--- src/rtl/rv_pkg.sv ---
`default_nettype none
// ============================================================================
// Module      : rv_pkg
// Description : Shared definitions for the writeback / load path: load funct3
//               encodings and the writeback state encoding.
// Revision    : 1.0 - initial release
// ============================================================================
package rv_pkg;

   // Load funct3 encodings
   localparam logic [2:0] LB  = 3'b000;
   localparam logic [2:0] LH  = 3'b001;
   localparam logic [2:0] LW  = 3'b010;
   localparam logic [2:0] LBU = 3'b100;
   localparam logic [2:0] LHU = 3'b101;

   // Writeback state encoding
   typedef enum logic [1:0] {
      IDLE     = 2'd0,
      WAIT_MEM = 2'd1,
      WRITE_LD = 2'd2
   } wb_state_t;

endpackage
`default_nettype wire

--- src/rtl/rv_writeback_if.sv ---
`default_nettype none
// ============================================================================
// Module      : rv_writeback_if
// Description : Bundle of the ALU result, load issue, memory return, hazard
//               query and register-file write signals around the writeback
//               stage. master = surrounding pipeline, slave = writeback stage.
// Revision    : 1.0 - initial release
// ============================================================================
interface rv_writeback_if;

   logic        alu_valid;
   logic [4:0]  alu_rda;
   logic [31:0] alu_rd;
   logic        ld_req;
   logic [4:0]  ld_rda;
   logic [2:0]  ld_funct3;
   logic [1:0]  ld_addr_lo;
   logic        mem_rvalid;
   logic [31:0] mem_rdata;
   logic [4:0]  rs1a;
   logic [4:0]  rs2a;
   logic        stall;
   logic        ld_busy;
   logic [4:0]  rda;
   logic [31:0] rd;
   logic        rdw;
   logic        err;

   modport master (
      output alu_valid, alu_rda, alu_rd,
      output ld_req, ld_rda, ld_funct3, ld_addr_lo,
      output mem_rvalid, mem_rdata,
      output rs1a, rs2a,
      input  stall, ld_busy, rda, rd, rdw, err
   );

   modport slave (
      input  alu_valid, alu_rda, alu_rd,
      input  ld_req, ld_rda, ld_funct3, ld_addr_lo,
      input  mem_rvalid, mem_rdata,
      input  rs1a, rs2a,
      output stall, ld_busy, rda, rd, rdw, err
   );

endinterface
`default_nettype wire

--- src/rtl/rv_load_align.sv ---
`default_nettype none
// ============================================================================
// Module      : rv_load_align
// Description : Combinational load data aligner. Selects the addressed byte or
//               halfword from a word-aligned memory word and sign/zero-extends
//               it according to funct3. Unknown funct3 yields 0 and a flag.
// Revision    : 1.0 - initial release
// ============================================================================
module rv_load_align
   import rv_pkg::*;
(
   input  logic [2:0]  funct3,
   input  logic [1:0]  addr_lo,
   input  logic [31:0] mem_rdata,
   output logic [31:0] value,
   output logic        bad_funct3
);

   logic [7:0]  byte_sel;
   logic [15:0] half_sel;

   // Pick the addressed byte and halfword lanes out of the memory word
   always_comb begin
      byte_sel = mem_rdata[7:0];
      case (addr_lo)
         2'd0: byte_sel = mem_rdata[7:0];
         2'd1: byte_sel = mem_rdata[15:8];
         2'd2: byte_sel = mem_rdata[23:16];
         2'd3: byte_sel = mem_rdata[31:24];
         default: byte_sel = mem_rdata[7:0];
      endcase
      half_sel = addr_lo[1] ? mem_rdata[31:16] : mem_rdata[15:0];
   end

   // Extend the selected lane; LW ignores addr_lo and passes the word through
   always_comb begin
      value      = 32'd0;
      bad_funct3 = 1'b0;
      case (funct3)
         LB:      value = {{24{byte_sel[7]}}, byte_sel};
         LH:      value = {{16{half_sel[15]}}, half_sel};
         LW:      value = mem_rdata;
         LBU:     value = {24'd0, byte_sel};
         LHU:     value = {16'd0, half_sel};
         default: begin
            value      = 32'd0;
            bad_funct3 = 1'b1;
         end
      endcase
   end

endmodule
`default_nettype wire

--- src/rtl/rv_writeback.sv ---
`default_nettype none
// ============================================================================
// Module      : rv_writeback
// Description : Writeback stage in front of the register file. Merges ALU
//               results with a single outstanding load onto one write port,
//               aligns/extends load data, and raises a load-use stall.
//               ERR_STICKY = "TRUE"  : err holds until reset
//               ERR_STICKY = "FALSE" : err pulses one cycle per error
// Revision    : 1.0 - initial release
// ============================================================================
module rv_writeback
   import rv_pkg::*;
#(
   parameter ERR_STICKY = "TRUE"
)
(
   input  logic          clk,
   input  logic          rst_n,
   rv_writeback_if.slave bus
);

   wb_state_t   state_q, state_d;
   logic [4:0]  ld_rda_q, ld_rda_d;
   logic [2:0]  ld_funct3_q, ld_funct3_d;
   logic [1:0]  ld_addr_lo_q, ld_addr_lo_d;
   logic [31:0] buf_q, buf_d;
   logic [4:0]  rda_q, rda_d;
   logic [31:0] rd_q, rd_d;
   logic        rdw_q, rdw_d;
   logic        err_q, err_d;

   logic        wr_en;
   logic [4:0]  wr_rda;
   logic [31:0] wr_data;
   logic        err_evt;
   logic [31:0] ld_value;
   logic        ld_bad;

   // Extraction always uses the latched load attributes, since the request
   // inputs belong to whatever decode is issuing now, not the returning load.
   rv_load_align u_load_align (
      .funct3     (ld_funct3_q),
      .addr_lo    (ld_addr_lo_q),
      .mem_rdata  (bus.mem_rdata),
      .value      (ld_value),
      .bad_funct3 (ld_bad)
   );

   // Next-state, write-port arbitration and error event detection
   always_comb begin
      state_d      = state_q;
      ld_rda_d     = ld_rda_q;
      ld_funct3_d  = ld_funct3_q;
      ld_addr_lo_d = ld_addr_lo_q;
      buf_d        = buf_q;
      wr_en        = 1'b0;
      wr_rda       = rda_q;
      wr_data      = rd_q;
      err_evt      = 1'b0;

      case (state_q)
         IDLE: begin
            if (bus.alu_valid) begin
               wr_en   = 1'b1;
               wr_rda  = bus.alu_rda;
               wr_data = bus.alu_rd;
            end
            if (bus.ld_req) begin
               ld_rda_d     = bus.ld_rda;
               ld_funct3_d  = bus.ld_funct3;
               ld_addr_lo_d = bus.ld_addr_lo;
               state_d      = WAIT_MEM;
            end
            // No load outstanding, so returned data has no owner
            if (bus.mem_rvalid) begin
               err_evt = 1'b1;
            end
         end

         WAIT_MEM: begin
            // Only one load may be outstanding; the extra request is dropped
            if (bus.ld_req) begin
               err_evt = 1'b1;
            end
            if (bus.mem_rvalid) begin
               if (ld_bad) begin
                  err_evt = 1'b1;
               end
               if (bus.alu_valid) begin
                  // ALU owns the port this cycle; park the load for next cycle
                  wr_en   = 1'b1;
                  wr_rda  = bus.alu_rda;
                  wr_data = bus.alu_rd;
                  buf_d   = ld_value;
                  state_d = WRITE_LD;
               end else begin
                  wr_en   = 1'b1;
                  wr_rda  = ld_rda_q;
                  wr_data = ld_value;
                  state_d = IDLE;
               end
            end else if (bus.alu_valid) begin
               wr_en   = 1'b1;
               wr_rda  = bus.alu_rda;
               wr_data = bus.alu_rd;
            end
         end

         WRITE_LD: begin
            // Decode is stalled here, so any ALU result is not accepted
            wr_en   = 1'b1;
            wr_rda  = ld_rda_q;
            wr_data = buf_q;
            state_d = IDLE;
            if (bus.mem_rvalid || bus.ld_req) begin
               err_evt = 1'b1;
            end
         end

         default: begin
            state_d = IDLE;
         end
      endcase

      // x0 is hardwired zero: keep the data path moving but never enable it
      rda_d = wr_rda;
      rd_d  = wr_data;
      rdw_d = wr_en && (wr_rda != 5'd0);
   end

   generate
      if (ERR_STICKY == "TRUE") begin : g_err_sticky
         assign err_d = err_q | err_evt;
      end else begin : g_err_pulse
         assign err_d = err_evt;
      end
   endgenerate

   // State, load buffer and registered write-port outputs
   always_ff @(posedge clk or negedge rst_n) begin
      if (!rst_n) begin
         state_q      <= IDLE;
         ld_rda_q     <= 5'd0;
         ld_funct3_q  <= 3'd0;
         ld_addr_lo_q <= 2'd0;
         buf_q        <= 32'd0;
         rda_q        <= 5'd0;
         rd_q         <= 32'd0;
         rdw_q        <= 1'b0;
         err_q        <= 1'b0;
      end else begin
         state_q      <= state_d;
         ld_rda_q     <= ld_rda_d;
         ld_funct3_q  <= ld_funct3_d;
         ld_addr_lo_q <= ld_addr_lo_d;
         buf_q        <= buf_d;
         rda_q        <= rda_d;
         rd_q         <= rd_d;
         rdw_q        <= rdw_d;
         err_q        <= err_d;
      end
   end

   // Load-use hazard: hold decode while a read would see a stale register
   assign bus.stall   = (state_q == WRITE_LD) ||
                        ((state_q == WAIT_MEM) && (ld_rda_q != 5'd0) &&
                         ((bus.rs1a == ld_rda_q) || (bus.rs2a == ld_rda_q)));
   assign bus.ld_busy = (state_q != IDLE);
   assign bus.rda     = rda_q;
   assign bus.rd      = rd_q;
   assign bus.rdw     = rdw_q;
   assign bus.err     = err_q;

endmodule
`default_nettype wire
--- src/flat_wrapper.sv ---
// flat-port wrapper written by rule: the top's interface ports become plain ports
module rv_writeback_flat import rv_pkg::*;
#(
   parameter ERR_STICKY = "    "
)
  (clk, rst_n, bus_alu_valid, bus_alu_rda, bus_alu_rd, bus_ld_req, bus_ld_rda, bus_ld_funct3, bus_ld_addr_lo, bus_mem_rvalid, bus_mem_rdata, bus_rs1a, bus_rs2a, bus_stall, bus_ld_busy, bus_rda, bus_rd, bus_rdw, bus_err);
  rv_writeback_if bus_i ();
  input  logic clk;
  input  logic rst_n;
  input wire logic [$bits(bus_i.alu_valid)-1:0] bus_alu_valid;
  input wire logic [$bits(bus_i.alu_rda)-1:0] bus_alu_rda;
  input wire logic [$bits(bus_i.alu_rd)-1:0] bus_alu_rd;
  input wire logic [$bits(bus_i.ld_req)-1:0] bus_ld_req;
  input wire logic [$bits(bus_i.ld_rda)-1:0] bus_ld_rda;
  input wire logic [$bits(bus_i.ld_funct3)-1:0] bus_ld_funct3;
  input wire logic [$bits(bus_i.ld_addr_lo)-1:0] bus_ld_addr_lo;
  input wire logic [$bits(bus_i.mem_rvalid)-1:0] bus_mem_rvalid;
  input wire logic [$bits(bus_i.mem_rdata)-1:0] bus_mem_rdata;
  input wire logic [$bits(bus_i.rs1a)-1:0] bus_rs1a;
  input wire logic [$bits(bus_i.rs2a)-1:0] bus_rs2a;
  output wire logic [$bits(bus_i.stall)-1:0] bus_stall;
  output wire logic [$bits(bus_i.ld_busy)-1:0] bus_ld_busy;
  output wire logic [$bits(bus_i.rda)-1:0] bus_rda;
  output wire logic [$bits(bus_i.rd)-1:0] bus_rd;
  output wire logic [$bits(bus_i.rdw)-1:0] bus_rdw;
  output wire logic [$bits(bus_i.err)-1:0] bus_err;
  assign bus_i.alu_valid = bus_alu_valid;
  assign bus_i.alu_rda = bus_alu_rda;
  assign bus_i.alu_rd = bus_alu_rd;
  assign bus_i.ld_req = bus_ld_req;
  assign bus_i.ld_rda = bus_ld_rda;
  assign bus_i.ld_funct3 = bus_ld_funct3;
  assign bus_i.ld_addr_lo = bus_ld_addr_lo;
  assign bus_i.mem_rvalid = bus_mem_rvalid;
  assign bus_i.mem_rdata = bus_mem_rdata;
  assign bus_i.rs1a = bus_rs1a;
  assign bus_i.rs2a = bus_rs2a;
  assign bus_stall = bus_i.stall;
  assign bus_ld_busy = bus_i.ld_busy;
  assign bus_rda = bus_i.rda;
  assign bus_rd = bus_i.rd;
  assign bus_rdw = bus_i.rdw;
  assign bus_err = bus_i.err;
  rv_writeback #(.ERR_STICKY(ERR_STICKY)) u_core (.clk(clk), .rst_n(rst_n), .bus(bus_i));
endmodule
--- config.mk ---
export PLATFORM = sky130hd
export DESIGN_NAME = rv_writeback_flat
export DESIGN_NICKNAME = d
export VERILOG_FILES = /design/src/rtl/rv_pkg.sv /design/src/rtl/rv_writeback_if.sv /design/src/rtl/rv_load_align.sv /design/src/rtl/rv_writeback.sv /design/src/flat_wrapper.sv
export SDC_FILE = /design/constraint.sdc
export NUM_CORES = 1
export LEC_CHECK = 0
export BUFFER_PORTS_ARGS = -buffer_cell sky130_fd_sc_hd__buf_2
export CORE_UTILIZATION = 30
export DETAILED_ROUTE_END_ITERATION = 6
export GPL_TIMING_DRIVEN = 0
export SYNTH_ARGS = -nofsm -noshare
export SYNTH_HDL_FRONTEND = slang
export SYNTH_HIERARCHICAL = 1
export SYNTH_SLANG_ARGS = --single-unit
--- constraint.sdc ---
create_clock -name clk -period 3 [get_ports clk]
set_input_delay 0.15 -clock clk [delete_from_list [all_inputs] [get_ports clk]]
set_output_delay 0.15 -clock clk [all_outputs]
set_load 0.02 [all_outputs]
Word-level counts from Yosys, hierarchy flattened:

Index checks and enable logic that the tools add are counted.

* eq/ne operators: 13
* multiplexer cells: 24
* reduce and logical (&&, ||, !) cells: 17

Operators by type and width (number)
* $pmux W32 S5: 1
* $mux W32: 3
* $pmux W32 S3: 1
* $pmux W8 S4: 1
* $mux W16: 1
* $mux W5: 3
* $pmux W5 S3: 1
* $eq A5 B5 Y1: 2
* $reduce_bool A5 Y1: 2
* $mux W1: 7
* $eq A2 B2 Y1 const B: 3
* $eq A3 B3 Y1 const B: 2
* $mux W2: 3
* $pmux W1 S3: 2
* $reduce_or A5 Y1: 1
* $eq A2 B1 Y1 const B: 2
* $logic_not A2 Y1: 2
* $ne A2 B2 Y1 const B: 2
* $pmux W2 S2: 1
* $reduce_and A2 Y1: 2
* $eq A3 B1 Y1 const B: 1
* $eq A3 B2 Y1 const B: 1
* $logic_and A1 B1 Y1: 3
* $logic_not A3 Y1: 1
* other kinds (4): 6

* bits in registers: 83
* input port bits: 94
* output and inout port bits: 41
* word-level logic and storage cells: 63

Depth between registers and ports, before layout:

Gate-level depths: netlist of run 1.

* depth after elaboration: 6
* mapped depth: 10
* depth with buffers taken out: 7

Hierarchy:

The synthesis of run 1 kept the hierarchy.

Modules (own cells, without submodules)
* rv_writeback: times used 1, cells an instance 365, area each 4035.1 um^2, sequential area each 2077.0 um^2
* rv_load_align: times used 1, cells an instance 102, area each 744.5 um^2, sequential area each 0.0 um^2

Worst setup path after synthesis of run 1:

No wires, ideal clock.

* path type: register to register
* start point: register u_core.state_q[1]
* end point: register u_core.rdw_q (netlist: u_core/bus.rdw)
* setup time: 0.123 ns
* arrival time: 2.011 ns
* data required time: 2.877 ns
* setup slack: 0.866 ns
* stages on the path, launching flop included: 9
* buffers on the path: 1
* clock period less this slack: 2.134 ns
* cell sequence: dfrtp_1 -> inv_1 -> ha_1 -> buf_6 -> nor2b_1 -> o311ai_1 -> o211ai_1 -> or4_1 -> o221a_1

* word-level cells in the longest chain between the ends: 4
* elaborated cells on any way between the ends: 7
* classes of those cells: 2 x eq/ne; 2 x mux; 3 x reduce/logical

Ends and longest elaborated chain
* start, declared: RTL line rv_writeback.sv:22 `wb_state_t state_q, state_d;`
* start signal, assigned: RTL line rv_writeback.sv:152 `state_q <= state_d;`
* $eq A2 B2 Y1 (tied with other cells): RTL line rv_writeback.sv:61 `case (state_q)`
* $pmux W5 S3 *: RTL line rv_writeback.sv:61
* via u_core.rda_d[0]: RTL line rv_writeback.sv:27 `logic [4:0] rda_q, rda_d;`
* $reduce_bool A5 Y1 *: RTL line rv_writeback.sv:128 `rdw_d = wr_en && (wr_rda != 5'd0);`
* $logic_and A1 B1 Y1 *: RTL line rv_writeback.sv:128
* via u_core.rdw_d: RTL line rv_writeback.sv:29 `logic rdw_q, rdw_d;`
* end signal, assigned: RTL line rv_writeback.sv:159 `rdw_q <= rdw_d;`
* end, declared: RTL line rv_writeback.sv:29

The timed path passes the listed nets; every way through them passes the cells marked *.
A chain may end at the register's enable or synchronous reset.

Worst setup path in the final report of run 1:

* start point: register u_core.state_q[1]
* end point: register u_core.rd_q[25] (netlist: u_core/bus.rd[25])

* word-level cells in the longest chain between the ends: 2
* elaborated cells on any way between the ends: 5
* classes of those cells: 2 x eq/ne; 1 x mux; 2 x reduce/logical

Ends and longest elaborated chain
* $eq A2 B2 Y1 (tied with other cells): RTL line rv_writeback.sv:61
* $pmux W32 S3 or $reduce_bool A3 Y1 (tied branches)
* end signal, assigned: RTL line rv_writeback.sv:158 `rd_q <= rd_d;`
* end, declared: RTL line rv_writeback.sv:28 `logic [31:0] rd_q, rd_d;`

Several ways; a longest one is shown, not always the timed one.

==> results.md, run 1 <==
* Crit path max fanout at 10
* Row count at 45
* Lkg Pwr at roughly 2.9 nW
* Initial DRC count at ~340
* Final #Nets at 713
* Vias per inst at just over 5
* Dpl ws at a little over 0.4 ns
* MaxCap Viol Count at 0
* Syn avg cell area at a little over 10 um2
* Wire per inst at 17.88 um
* Cell Count Post-Placement at 812
* Global-route wire length before repair at around 23 mm
* CP required at 3.26 ns
* Cells on worst reg2reg path at 9
* Post-synth EDFFs at 0
* Synth area leader: dfrtp_1
* Worst-Skew Late Latency at between 0.3 and 0.4 ns
* Ys flop type: dfrtp_1
* Synth top area cells: dfrtp_1 (43%), mux2_2 (8.5%), a22o_1 (6.0%), a22oi_1 (5.0%), nand2_1 (3.6%)
* IO Count at about 140
* Layout area overhead at 26.07%
* RSZ-0062 raised after global routing: no
* HP Class: input port to flop
* Register area share after synthesis at a little over two fifths
* Post-synthesis instance area at 0.004780 mm2
* Clock sink count at 83
* Status: complete, no violations
* Synth top area share at 43.46%
* Number of synthesized register bits at 83
* Maximum clock path buffer count at 2
* Largest net degree at the start of global routing at 43
* End-of-flow core utilization at between 30 and 40%
* Post-CTS Setup Inserts at 0
* Fillers at 1543
* Crit path DAT at just under 3 ns
* Hold Crit Start: bus_ld_rda[0]
* Grt ovf at 0
* Antenna violations before repair at 1
* Setup_tns at 0 ns
* FF-to-FF End: u_core/bus.rd[25]
* Final worst slack at ~0.31 ns
* Relative slew slack at a little under three fifths
* Fin crit period at 2.687 ns
* All-layer global routing usage at 18.41%
* Fraction of layout cells with a size suffix above 1 at 32.36%
* Reg2Reg Setup Slack at around 0.31 ns
* Die Y-Extent at between 100 and 150 um
* Root Buffer: clkbuf_16
* Hold EP: u_core/ld_rda_q[0]
* Synth cell types at 48
* CTS-repair resized insts at 0
* Die outline width at between 100 and 150 um
* Post-route insts no fill at 830
* DRC Markers at 0
* Synth top cells by count: dfrtp_1 (83), nand2_1 (46), mux2_2 (36), a22o_1 (33), a22oi_1 (32)
* Tcrit/Tclk final at between 80% and 90%
* Final setup viols at 0
* Most common cell in the synthesized netlist: dfrtp_1
* Vias in the first global route at around 4200
* H-tree levels at 3
* CP Launch Type: flop
* Peak supply drop at 0.5547 mV
* Hold Violations, Final at 0
* DPL Wire Length at 11.40 mm
* Post-DRT Antenna Nets at 0
* Syn_nets at 567
* Cells after synthesis at 467
* Tightest Pin Transition at roughly 0.67 ns
* Die area at between 0.015 and 0.02 mm2
* Skew final at 0.004157 ns
* Router iterations before antenna repair at 4
* Post-Route WL at 14.84 mm
* Crit path capture type: flop
* Cts bufs inserted at 9
* Total number of vias at around 4300
* Crit path kind: flop to flop
* Worst r2r src: u_core/state_q[1]
* Synth warn at 6
* Async set-reset flop share out of synthesis at 100.0%
* Worst hold path depth at 2
* Pwr dens at slightly above 1000 mW/mm2
* Max Fclk at ~370 MHz
* Max Slew Vio Count at 0
* Core box area at ~0.015 mm2
* CTS tree: done
* Clock input transition at the sequential cells of the worst setup and hold paths at roughly 0.06 ns
* Buffers on Ports at between 100 and 150
* Starting Density at 31.09%
* RePlAce Congestion at between 0.8 and 0.9
worst max path at each step:
stage | from | slack, ns | to
after floorplan | u_core/state_q[1] | 0.87 | u_core/bus.rdw
after global placement | u_core/state_q[1] | 0.51 | u_core/bus.rd[28]
after detailed placement | u_core/state_q[1] | 0.41 | u_core/bus.rd[25]
after CTS | u_core/state_q[0] | 0.32 | bus_stall
after global routing | u_core/state_q[0] | 0.11 | bus_stall
final | u_core/state_q[1] | 0.31 | u_core/bus.rd[25]
state kept, by name, indices dropped and copies added, names as in the netlist:
| name | flops |
|---|---|
| u_core/buf_q | 32 |
| u_core/bus.err | 1 |
| u_core/bus.rd | 32 |
| u_core/bus.rda | 5 |
| u_core/bus.rdw | 1 |
| u_core/ld_addr_lo_q | 2 |
| u_core/ld_funct3_q | 3 |
| u_core/ld_rda_q | 5 |
| u_core/state_q | 2 |
cells in the final DEF (no fill, tap or decap), types with 2 or more instances in the layout:
master	synthesis	routed
buf_6	5	5
o21ai_0	14	14
mux4_2	2	2
a21oi_1	10	10
mux2_2	36	36
nand3_1	2	2
o21ai_1	29	29
clkbuf_16	0	9
nand3b_1	2	2
clkbuf_8	0	2
xor2_1	5	5
a32oi_1	2	2
a31oi_1	3	3
o21bai_1	2	2
buf_1	3	3
o22ai_1	3	3
mux2i_1	6	6
o221ai_1	2	2
clkbuf_1	27	30
mux2_1	13	13
o311ai_1	2	2
clkinv_2	0	2
ha_1	6	6
nor2b_1	7	7
inv_1	14	14
nand2b_1	5	5
a21o_1	17	17
o211ai_1	2	2
o21a_1	3	3
buf_2	5	137
nor3_1	5	5
a22o_1	33	33
nor2_1	15	15
xnor2_1	5	5
nand2_1	46	46
or4_1	2	2
a22oi_1	32	32
a221o_1	7	7
dfrtp_1	83	83
report_power, final:
group	total [mW]	internal, mW	switching [mW]
sequential	1.92	1.59	0.333
clock	1.04	0.604	0.432
combinational	3.12	1.28	1.84
total	6.08	3.47	2.61
worst max-delay path, stage by stage, from the launching register on:
cell,delay (ns)
dfrtp_1,0.41
inv_1,0.15
ha_1,0.20
buf_6,0.14
nor2b_1,0.41
nor2b_1,0.09
o21bai_1,0.48
clkbuf_1,0.48
nand2_1,0.13
o21ai_1,0.10
stage by stage:
step           cell area (um2)  hold slack (ns)  power, mW
5_1_grt                   6023          0.02283      6.520
3_3_place_gp              5709           0.3843      4.945
2_1_floorplan             4780          -0.1456      4.096
4_1_cts                   6023          0.02563      6.117
6_report                  6026          0.04273      6.081
3_5_place_dp              5739           0.1855      5.056
cell type report:
type | instances | area, um2 | share of cell area (%)
clock inverters | 2 | 10.01 | 0.1661
well taps | 211 | 264.0 | 4.381
multi-input cells | 330 | 2456 | 40.76
diodes | 1 | 2.502 | 0.04153
clock buffers | 14 | 264.0 | 4.381
inverters | 14 | 52.55 | 0.8721
flip-flops and latches | 83 | 2077 | 34.47
repair buffers | 135 | 705.7 | 11.71
plain buffers | 40 | 193.9 | 3.218
what timing repair did:
item | in CTS | in global routing
hold buffers | 1 | 0
endpoints found under the setup margin | 0 | 0
hold endpoints to repair | 41 | 0
routing by layer:
metal | wire length [um] | track usage (%) | share of wire [%]
met4 | 206 | 4.498 | 1.4
met2 | 6840 | 28.90 | 46
met1 | 6766 | 24.82 | 46
met3 | 1014 | 5.301 | 6.8
met5 | 10 | 0 | 0.067
cell families after synthesis:
group | count (synthesis) | share of synthesized area [%]
compound gates | 169 | 25.65
xor+xnor | 10 | 1.832
fa+ha+maj | 6 | 1.571
buf+inv | 54 | 5.157
flops | 83 | 43.46
mux | 58 | 14.06
simple gates | 87 | 8.272
Note: power is estimated with default switching activity, not from simulation.
==> run 2, diff against run 1 <==
CORE_UTILIZATION = 25   (was 30)
RECOVER_POWER = 50   (was default)
==> run 2 against run 1 <==
  * The run now ends with capacitance limit, slew limit left
  * Sequential power barely moved
  * Routed wire length is 2.7% higher
  * Die area is 20% higher
  * Count of clock-buffer cells in the layout decreased by 3
  * Clock skew is 0.011 ns higher
  * Worst hold slack lost 0.0089 ns
  * Worst setup slack worse by 0.016 ns
  * Combinational power down 2%
  * Sequential cell count stayed put
  * Critical endpoint is now u_core/bus.rd[28]
  * Largest cell class unchanged
==> results.md, run 2 (synthesized netlist as in run 1, its figures left out) <==
* Crit-path cells: inv_1, ha_1, buf_6, nor2b_1, nor2b_1, o21bai_1, clkbuf_1, nand2_1, o21ai_1
* Clock sink count at 83 (unchanged)
* Clock input transition at the sequential cells of the worst setup and hold paths at 0.06 ns (about the same)
* Pwr dens at 1022 mW/mm2 (+1.3%)
* Post-CTS Hold Fix Bufs at 1 (unchanged)
* Row count at 50 (+11%)
* Reg2Reg Setup Slack at 0.30 ns (-0.02 ns)
* Most frequent cells in the layout: buf_2 (105), dfrtp_1 (83), clkbuf_1 (62), nand2_1 (46), mux2_2 (36)
* WHS at 0.03379 ns (-0.008944 ns)
* Post-Route WL at 15.24 mm (+2.7%)
* Relative slew slack at -42.73% (-98 points)
* Worst-Skew Late Latency at 0.35 ns (about the same)
* Max Fclk at 370.0 MHz (-0.58%)
* Die outline width at 140.3 um (+9.4%)
* Crit-path max cell delay at 0.65 ns (+0.17 ns)
* Worst path slowest cell: o21bai_1
* Dpl ws at 0.3379 ns (-0.07189 ns)
* Final #Nets at 713 (unchanged)
* H-tree levels at 3 (unchanged)
* Tightest Pin Transition at 2.141 ns (+1.473 ns)
* CP dominant cell by count: nor2b_1
* Post-CTS Setup Inserts at 0 (unchanged)
* Setup crit start: u_core/state_q[1]
* CTS tree: done
* Final setup viols at 0 (unchanged)
* Total number of vias at 4250 (-0.98%)
* Router iterations before antenna repair at 5 (+1)
* Hold Violations, Final at 0 (unchanged)
* Root Buffer: clkbuf_16
* Cells on worst reg2reg path at 9 (unchanged)
* Layout area overhead at 26.94%
* Worst r2r src: u_core/state_q[1]
* Skew final at 0.01520 ns (+0.01104 ns)
* DPL Wire Length at 11.59 mm (+1.7%)
* DRC Markers at 0 (unchanged)
* Grt ovf at 0 (unchanged)
* Cts bufs inserted at 9 (unchanged)
* RSZ-0062 raised after global routing: no
* Max Slew Vio Count at 35 (+35)
* MaxCap Viol Count at 1 (+1)
* Failing checks: capacitance limit, slew limit
* Starting Density at 25.55% (-5.5 points)
* Final worst slack at 0.2970 ns (-0.01562 ns)
* Lkg Pwr at 2.790 nW (-3.5%)
* Initial DRC count at 263 (-24%)
* Worst hold path depth at 2 (unchanged)
* Post-DRT Antenna Nets at 0 (unchanged)
* HP Class: input port to flop
* Antenna violations before repair at 9 (+8)
* Met3 WL at 986 um (-2.8%)
* Crit path capture type: flop
* Buffers on Ports at 133 (unchanged)
* Fin crit period at 2.703 ns (+0.01562 ns)
* Met2 wire len at 7.015 mm (+2.6%)
* CTS-repair resized insts at 0 (unchanged)
* Met1 wire length at 7.107 mm (+5.0%)
* Crit path max fanout at 10 (unchanged)
* All-layer global routing usage at 15.95% (-2.5 points)
* Peak supply drop at 0.3548 mV (-36%)
* Wire per inst at 17.76 um (-0.63%)
* CP required at 3.26 ns (about the same)
* FF-to-FF End: u_core/bus.rd[28]
* Tcrit/Tclk final at 90.10% (+0.52 points)
* Status: finished with violations
* Global-route wire length before repair at 23.81 mm (+4.4%)
* Vias in the first global route at 4150 (-0.38%)
* Fraction of layout cells with a size suffix above 1 at 27.18% (-5.2 points)
* Pwr Total at 6.203 mW (+2.0%)
* Crit path kind: flop to flop
* Largest net degree at the start of global routing at 50 (+16%)
* Setup_tns at 0 ns (unchanged)
* Vias per inst at 4.953 (-4.2%)
* CP Launch Type: flop
* IO Count at 135 (unchanged)
* RePlAce Congestion at 0.7969 (-8.8%)
* Most common cell after layout, fill and taps aside: buf_2
* Core box area at 0.01871 mm2 (+22%)
* Die area at 0.01968 mm2 (+20%)
* Die Y-Extent at 140.3 um (+9.4%)
* Worst Setup EP: u_core/bus.rd[28]
* Top routing layer in use: met5
* Maximum clock path buffer count at 2 (unchanged)
* Crit path DAT at 2.96 ns (+0.02 ns)
## run 2: changes by cell type in the layout (fill, tap and decap cells not counted), sizes merged
cell and change:
bufinv +2, clkbuf +30, clkinv -1, inv +1
clkinvlp +1, buf -33, diode +5
## run 2: final cells by class
| class | count | area (um2) |
|---|---|---|
| fill | 1956 | 12640 |
| buffer | 40 | 193.9 |
| timing repair buffer | 135 | 661.9 |
| clock inverter | 5 | 85.08 |
| inverter | 14 | 52.55 |
| clock buffer | 11 | 232.7 |
| tap | 234 | 292.8 |
| multi-input combinational | 330 | 2456 |
| sequential | 83 | 2077 |
| antenna | 6 | 15.01 |
## run 2: how the worst min path moves through the flow
stage / start / endpoint / slack (ns)
floorplan: rst_n / u_core/buf_q[0] / -0.15
global placement: bus_ld_rda[3] / u_core/ld_rda_q[3] / 0.38
detailed placement: rst_n / u_core/bus.rd[3] / 0.16
CTS: bus_ld_addr_lo[0] / u_core/ld_addr_lo_q[0] / 0.02
global route: bus_ld_rda[1] / u_core/ld_rda_q[1] / 0.02
finish: bus_ld_addr_lo[0] / u_core/ld_addr_lo_q[0] / 0.03
## run 2: power by group
| part | leakage [nW] | internal [mW] | switching (mW) | total (mW) |
|---|---|---|---|---|
| clock | 0.150 | 0.735 | 0.478 | 1.21 |
| sequential | 1.05 | 1.59 | 0.336 | 1.93 |
| combinational | 1.58 | 1.23 | 1.84 | 3.06 |
## run 2: per-layer routing
metal  up-vias  GRT usage [%]
li1       2038              -
met1      2077          21.22
met2       119          24.97
met3        12          5.573
met4         4          3.181
met5         -              0
## run 2: metrics by stage
stage / instances / instance area [um2] / utilization [%]
2_1_floorplan: 467 / 4780 / -
3_3_place_gp: 834 / 5738 / 30.68
3_5_place_dp: 835 / 5768 / 30.84
4_1_cts: 852 / 6096 / 32.59
5_1_grt: 857 / 6065 / 32.42
6_report: 858 / 6067 / 32.43
## run 2: worst max-delay path, delay by kind of cell (launching register included)
family | cells | cell delay (ns)
adders and majority gates | 1 | 0.20
and+or+nand+nor | 3 | 0.54
buffers and inverters | 3 | 0.72
AOI/OAI and AO/OA | 2 | 0.74
DFF | 1 | 0.41
